`src/rtl/comb_pkg.sv`:
```
`default_nettype none
// +-------------------------------------------------------------------------+
// | comb_pkg : shared types for comb_count_engine (states, stack entry, op)|
// | Rev 1.0  : initial release                                             |
// +-------------------------------------------------------------------------+
package comb_pkg;

   // Entry fields are stored at this width; the engine's N_W must not exceed it.
   localparam int C_FIELD_W = 8;

   typedef enum logic [1:0] {
      IDLE = 2'd0,
      RUN  = 2'd1,
      DONE = 2'd2,
      ERR  = 2'd3
   } state_e;

   typedef enum logic [1:0] {
      NOP          = 2'd0,
      POP          = 2'd1,
      REPLACE_PUSH = 2'd2,
      LOAD         = 2'd3
   } op_e;

   typedef struct packed {
      logic [C_FIELD_W-1:0] n;
      logic [C_FIELD_W-1:0] m;
   } entry_t;

endpackage
`default_nettype wire

```
`src/rtl/comb_stack.sv`:
```
`default_nettype none
// +-------------------------------------------------------------------------+
// | comb_stack : DEPTH-entry LIFO of (n,m) entries, combinational top      |
// | Rev 1.0    : initial release                                           |
// +-------------------------------------------------------------------------+
module comb_stack
   import comb_pkg::*;
#(
   parameter int DEPTH = 16
)(
   input  logic   clk,
   input  logic   rst,
   input  op_e    op_i,
   input  entry_t wr_a_i,
   input  entry_t wr_b_i,
   output entry_t top_o,
   output logic   empty_o,
   output logic   last_o
);

   localparam int PTR_W = $clog2(DEPTH + 1);
   localparam int IDX_W = $clog2(DEPTH);

   entry_t             mem_q [DEPTH];
   logic [PTR_W-1:0]   cnt_q;
   logic [PTR_W-1:0]   cnt_d;
   logic [IDX_W-1:0]   top_idx;
   logic [IDX_W-1:0]   push_idx;

   assign top_idx  = IDX_W'(cnt_q - PTR_W'(1));
   assign push_idx = IDX_W'(cnt_q);
   assign top_o    = mem_q[top_idx];
   assign empty_o  = (cnt_q == '0);
   assign last_o   = (cnt_q == PTR_W'(1));

   always_comb begin
      cnt_d = cnt_q;
      case (op_i)
         LOAD:         cnt_d = PTR_W'(1);
         POP:          cnt_d = cnt_q - PTR_W'(1);
         REPLACE_PUSH: cnt_d = cnt_q + PTR_W'(1);
         default:      cnt_d = cnt_q;
      endcase
   end

   always_ff @(posedge clk or posedge rst) begin
      if (rst) begin
         cnt_q <= '0;
      end else begin
         cnt_q <= cnt_d;
      end
   end

   // Storage needs no reset: an empty stack is defined by the count alone.
   always_ff @(posedge clk) begin
      case (op_i)
         LOAD: begin
            mem_q[0] <= wr_a_i;
         end
         REPLACE_PUSH: begin
            mem_q[top_idx]  <= wr_a_i;
            mem_q[push_idx] <= wr_b_i;
         end
         default: begin
         end
      endcase
   end

endmodule
`default_nettype wire

```
`src/rtl/comb_count_engine.sv`:
```
`default_nettype none
// +-------------------------------------------------------------------------+
// | comb_count_engine : C(n,m) by depth-first leaf counting, start/done    |
// | Option COMB_SAT_EN: saturate answer and flag ovf on counter carry-out  |
// | Rev 1.0           : initial release                                    |
// +-------------------------------------------------------------------------+
module comb_count_engine
   import comb_pkg::*;
#(
   parameter int N_W   = 4,
   parameter int DEPTH = 16,
   parameter int ANS_W = 15
)(
   input  logic             clk,
   input  logic             rst,
   input  logic             start,
   input  logic [N_W-1:0]   n,
   input  logic [N_W-1:0]   m,
   output logic             busy,
   output logic             done,
   output logic             err,
   output logic             ovf,
   output logic [ANS_W-1:0] answer
);

   state_e             state_q, state_d;
   op_e                op;
   entry_t             top, wr_a, wr_b;
   logic               empty, last, leaf;
   logic [ANS_W-1:0]   answer_q, answer_d, inc_val;
   logic               err_q, err_d;
   logic               ovf_q, ovf_d, inc_ovf;
   logic               done_q, done_d;

   comb_stack #(
      .DEPTH (DEPTH)
   ) u_stack (
      .clk     (clk),
      .rst     (rst),
      .op_i    (op),
      .wr_a_i  (wr_a),
      .wr_b_i  (wr_b),
      .top_o   (top),
      .empty_o (empty),
      .last_o  (last)
   );

   assign leaf = (top.m == '0) || (top.m == top.n);

`ifdef COMB_SAT_EN
   logic [ANS_W:0] sum;
   assign sum     = {1'b0, answer_q} + (ANS_W+1)'(1);
   assign inc_ovf = sum[ANS_W];
   assign inc_val = sum[ANS_W] ? {ANS_W{1'b1}} : sum[ANS_W-1:0];
`else
   assign inc_ovf = 1'b0;
   assign inc_val = answer_q + ANS_W'(1);
`endif

   always_comb begin
      state_d  = state_q;
      op       = NOP;
      wr_a     = top;
      wr_b     = top;
      answer_d = answer_q;
      err_d    = err_q;
      ovf_d    = ovf_q;
      done_d   = (state_q == DONE) || (state_q == ERR);
      case (state_q)
         IDLE: begin
            if (start) begin
               answer_d = '0;
               err_d    = 1'b0;
               ovf_d    = 1'b0;
               if ((m > n) || (32'(n) >= 32'(DEPTH))) begin
                  state_d = ERR;
               end else begin
                  op      = LOAD;
                  wr_a    = '{n: C_FIELD_W'(n), m: C_FIELD_W'(m)};
                  state_d = RUN;
               end
            end
         end
         RUN: begin
            if (empty) begin
               state_d = DONE;
            end else if (leaf) begin
               op       = POP;
               answer_d = inc_val;
               ovf_d    = ovf_q | inc_ovf;
               if (last) begin
                  state_d = DONE;
               end
            end else begin
               // Non-leaf nodes always have m>=1 and n>=2, so these cannot underflow.
               op   = REPLACE_PUSH;
               wr_a = '{n: top.n - C_FIELD_W'(1), m: top.m - C_FIELD_W'(1)};
               wr_b = '{n: top.n - C_FIELD_W'(1), m: top.m};
            end
         end
         DONE: begin
            state_d = IDLE;
         end
         ERR: begin
            err_d   = 1'b1;
            state_d = IDLE;
         end
         default: begin
            state_d = IDLE;
         end
      endcase
   end

   always_ff @(posedge clk or posedge rst) begin
      if (rst) begin
         state_q  <= IDLE;
         answer_q <= '0;
         err_q    <= 1'b0;
         ovf_q    <= 1'b0;
         done_q   <= 1'b0;
      end else begin
         state_q  <= state_d;
         answer_q <= answer_d;
         err_q    <= err_d;
         ovf_q    <= ovf_d;
         done_q   <= done_d;
      end
   end

   assign busy   = (state_q != IDLE);
   assign done   = done_q;
   assign err    = err_q;
   assign ovf    = ovf_q;
   assign answer = answer_q;

endmodule
`default_nettype wire

```
`config.mk`:
```
export PLATFORM = sky130hd
export DESIGN_NAME = comb_count_engine
export DESIGN_NICKNAME = d
export VERILOG_FILES = /design/src/rtl/comb_pkg.sv /design/src/rtl/comb_stack.sv /design/src/rtl/comb_count_engine.sv
export SDC_FILE = /design/constraint.sdc
export NUM_CORES = 1
export LEC_CHECK = 0
export CAP_MARGIN = 20
export CORE_ASPECT_RATIO = 0.5
export CORE_MARGIN = 4
export CORE_UTILIZATION = 62
export DETAILED_ROUTE_END_ITERATION = 6
export DONT_BUFFER_PORTS = 1
export HOLD_SLACK_MARGIN = 0.02
export PLACE_DENSITY_LB_ADDON = 0.25
export REMOVE_ABC_BUFFERS = 1
export SYNTH_ARGS = -nofsm -noshare
export SYNTH_HDL_FRONTEND = slang
export SYNTH_SLANG_ARGS = --single-unit
```
`constraint.sdc`:
```
create_clock -name clk -period 7.8 [get_ports clk]
set_input_delay 1.17 -clock clk [delete_from_list [all_inputs] [get_ports clk]]
set_output_delay 1.17 -clock clk [all_outputs]
set_load 0.02 [all_outputs]
```
==> results.md <==
- Outcome: complete, but fails checks
- Failing checks: design-rule violations
- Peak Freq: 140 MHz
- Post-Route Setup TNS: 0 ns
- Wire length of the first global-routing pass: 72.7 mm
- Number of CTS-inserted buffers: 26
- Clk_lat worst skew: 0.55 ns
- Total number of vias: 12504
- DRC: 1
- Final GP Congestion: 1.02
- IO Port Bufs: 0
- Ys Warns: 0
- Multiplexer area fraction after synthesis: roughly 17%
- Crit path max fanout: 25
- Rows: between 40 and 50
- Met3 global-route usage: 10.1%
- FFs w/ async S/R, synth: 8.57%
- Clock sink total: 280
- Post-synth EDFFs: 256
- Compound-Gate Fraction of Synth Area: 13.8%
- Simple-gate portion of the synthesized area: 11.4%
- Maximum buffer depth of the clock tree: 3
- Syn Area/Cell: between 10 and 15 um2
- Layout cells sized above 1: 17.7%
- Worst r2r dst: u_stack.mem_q[14][4]
- Worst clock skew: 0.0138 ns
- Post-DR wirelength/cell: approximately 28 um
- Synth Area in XOR/XNOR: 1.58%
- M2 GR Usage: 49.6%
- R2R setup slack: 0.65 ns
- Avg Vias per Cell: just over 7
- Routed WL: 48.2 mm
- Die footprint: roughly 29000 um2
- Post-synthesis adder-cell area fraction: between 1 and 1.5%
- DRT iter0 DRCs: 2500
- Post-DP HPWL: ~32 mm
- Worst-path clk slew: 0.07 ns
- Area grow syn2layout: 7.81%
- Critical path class: flip-flop to flip-flop
- Synth cell types: 79
- Number of nets in the layout: between 1000 and 1500
- Number of global-route vias before repair: 12052
- Fin crit period: 7.15 ns
- GR Overflow Total: 0
- Final hold vios: 0
- Initial Utilization: a little under two thirds
- Largest net degree at the start of global routing: 46
- Rel. slew slack: between 20% and 30%
- Post-route ant nets: 0
- Slew @ Worst Pin: 1.15 ns
- Synth Register Bits: 280
- H-tree levels: 1
- Global Route Usage Sum: between 30 and 40%
- Setup Buffers After CTS: 0
- Resize count post-CTS: 0
- Die Height: 123 um
- CTS tree: yes
- Crit share post-route: around nine tenths
- Setup crit end kind: flip-flop
- # diodes: 0
- Hold-fix buffer count after cts: 0
- Initial antenna violation count: 1
- RR Startpoint: u_stack.cnt_q[0]
- Cells on worst reg2reg path: 17
- Root Buffer: clkbuf_16
- Worst path required time: 8.04 ns
- Top-level port count: 30
- Crit start category: flip-flop
- Ys flop type: edfxtp_1
- Final setup vio count: 0
- Post-synthesis sequential area ratio: 50.9%
- Largest family of logic cells by synthesized area: multiplexers
- Hold crit path type: primary input to asynchronous set/reset pin
- RSZ-0062 raised after global routing: false
- Busiest layer in global routing: met2
- Synth Instances: 1421
- Core area: 25500 um2
- Mapped Area: approximately 16000 um2
- Arr. time, crit path: 7.39 ns
- Grt met1 use: ~46%
- Maxcap violations: 0
- 1st-pass router iterations: 7
- Die X: roughly 240 um
- Max-slew violation count: 0
state kept, by name, indices dropped and copies added, names as in the netlist:
| register | count |
|---|---|
| done | 1 |
| u_stack.cnt_q | 5 |
| state_q | 2 |
| u_stack.mem_q | 256 |
| answer | 15 |
| err | 1 |
cell type report:
class / instances / area (um2)
Clock inverter: 15 / 125
Clock buffer: 32 / 694
Timing Repair Buffer: 73 / 599
Sequential cell: 280 / 8290
Multi-Input combinational cell: 989 / 7350
Tap cell: 344 / 430
Fill cell: 1742 / 7940
Inverter: 18 / 67.6
how the worst max path moves through the flow:
stage                           endpoint              from  cells after the start
floorplan            u_stack.mem_q[0][0]  u_stack.cnt_q[0]                     16
global placement    u_stack.mem_q[14][6]  u_stack.cnt_q[0]                     17
detailed placement  u_stack.mem_q[14][7]  u_stack.cnt_q[0]                     17
CTS                 u_stack.mem_q[14][6]  u_stack.cnt_q[0]                     17
global route        u_stack.mem_q[14][4]  u_stack.cnt_q[0]                     17
finish              u_stack.mem_q[14][4]  u_stack.cnt_q[0]                     17
layer usage:
| metal | vias up | part of all wire, % |
|---|---|---|
| met3 | 148 | 16 |
| met4 | 2 | 3.1 |
| met5 | - | 0.017 |
| li1 | 5311 | - |
| met1 | 6020 | 38 |
| met2 | 1023 | 44 |
cell usage in the layout (no fill, tap or decap), drive strengths merged, types with 8 or more instances in the layout:
master	netlist	final
nor3	26	26
a31oi	19	19
mux2i	161	161
nor2	94	94
o22ai	33	33
or3	8	8
xor2	13	13
edfxtp	256	256
o211ai	102	102
a21oi	45	45
mux2	29	29
nand3	25	25
nand2b	11	11
buf	60	73
clkinv	0	12
clkbuf	74	32
nand2	172	172
xnor2	13	13
mux4	33	33
a21o	18	18
ha	16	16
a211oi	16	16
o21ai	63	63
inv	18	19
dfrtp	24	24
or2	22	22
critical path, cell delays in order, from the launching register on:
cell and delay [ns]:
dfrtp_4 0.66, inv_2 0.56, ha_1 0.46, xor2_4 0.44
buf_4 0.48, buf_4 0.26, mux4_2 0.55, xor2_1 0.16
nor4_1 0.07, mux2i_2 0.29, or3_1 0.36, nand2b_1 0.15
a21oi_1 0.33, ha_1 0.54, buf_4 0.30, nand4_1 0.49
o21ai_2 0.38, buf_4 0.30
cells in the mapped netlist (3+ instances only):
cell | n | area [um2]
nor2_1 | 92 | 345
buf_1 | 4 | 15.0
and2_1 | 5 | 31.3
nand3_1 | 25 | 125
mux2i_1 | 160 | 1600
mux4_2 | 33 | 743
o21ai_1 | 4 | 20.0
mux2_2 | 27 | 304
nand2b_1 | 11 | 68.8
or2_1 | 3 | 18.8
a21o_1 | 17 | 128
buf_4 | 15 | 113
o21a_1 | 6 | 45.0
a211oi_1 | 16 | 120
nand2_1 | 170 | 638
o31ai_1 | 3 | 22.5
edfxtp_1 | 256 | 7690
o211ai_2 | 3 | 37.5
or2_2 | 19 | 119
or3_1 | 8 | 50.1
dfrtp_1 | 24 | 601
clkbuf_1 | 74 | 278
inv_1 | 16 | 60.1
and3_1 | 6 | 37.5
xor2_1 | 11 | 96.3
o21ai_0 | 59 | 295
a31oi_1 | 19 | 119
a21oi_1 | 43 | 215
nand4_1 | 7 | 43.8
ha_1 | 16 | 200
nor2b_1 | 5 | 31.3
o211ai_1 | 99 | 743
buf_2 | 30 | 150
buf_6 | 9 | 101
nor3_1 | 22 | 110
nor4_1 | 4 | 25.0
xnor2_1 | 11 | 96.3
or4_1 | 5 | 37.5
o22ai_1 | 33 | 206
cell families (layout without fill, tap and decap cells):
logic type                 after synthesis  in the layout
other                                    1              1
xor gates and xnor gates                26             26
and+or+nand+nor                        398            398
buffers and inverters                  152            138
muxes                                  223            223
DFF                                    280            280
AOI/OAI and AO/OA                      325            325
adders and majority gates               16             16
metrics by stage:
step | utilization, % | setup WS (ns) | area (um2) | cells | hold slack (ns)
finish | 68.9 | 0.650 | 17600 | 1751 | 0.473
detailed placement | 65.4 | 0.811 | 16700 | 1700 | 0.470
global route | 68.9 | 0.283 | 17600 | 1751 | 0.502
CTS | 68.6 | 0.782 | 17500 | 1747 | 0.485
floorplan | - | -2.59 | 15600 | 1287 | 0.431
global placement | 65.4 | 1.07 | 16700 | 1700 | 0.459
Power is left out: the tool's default activity adds up to more than one toggle a clock period on the data nets, which glitch-free logic cannot reach.
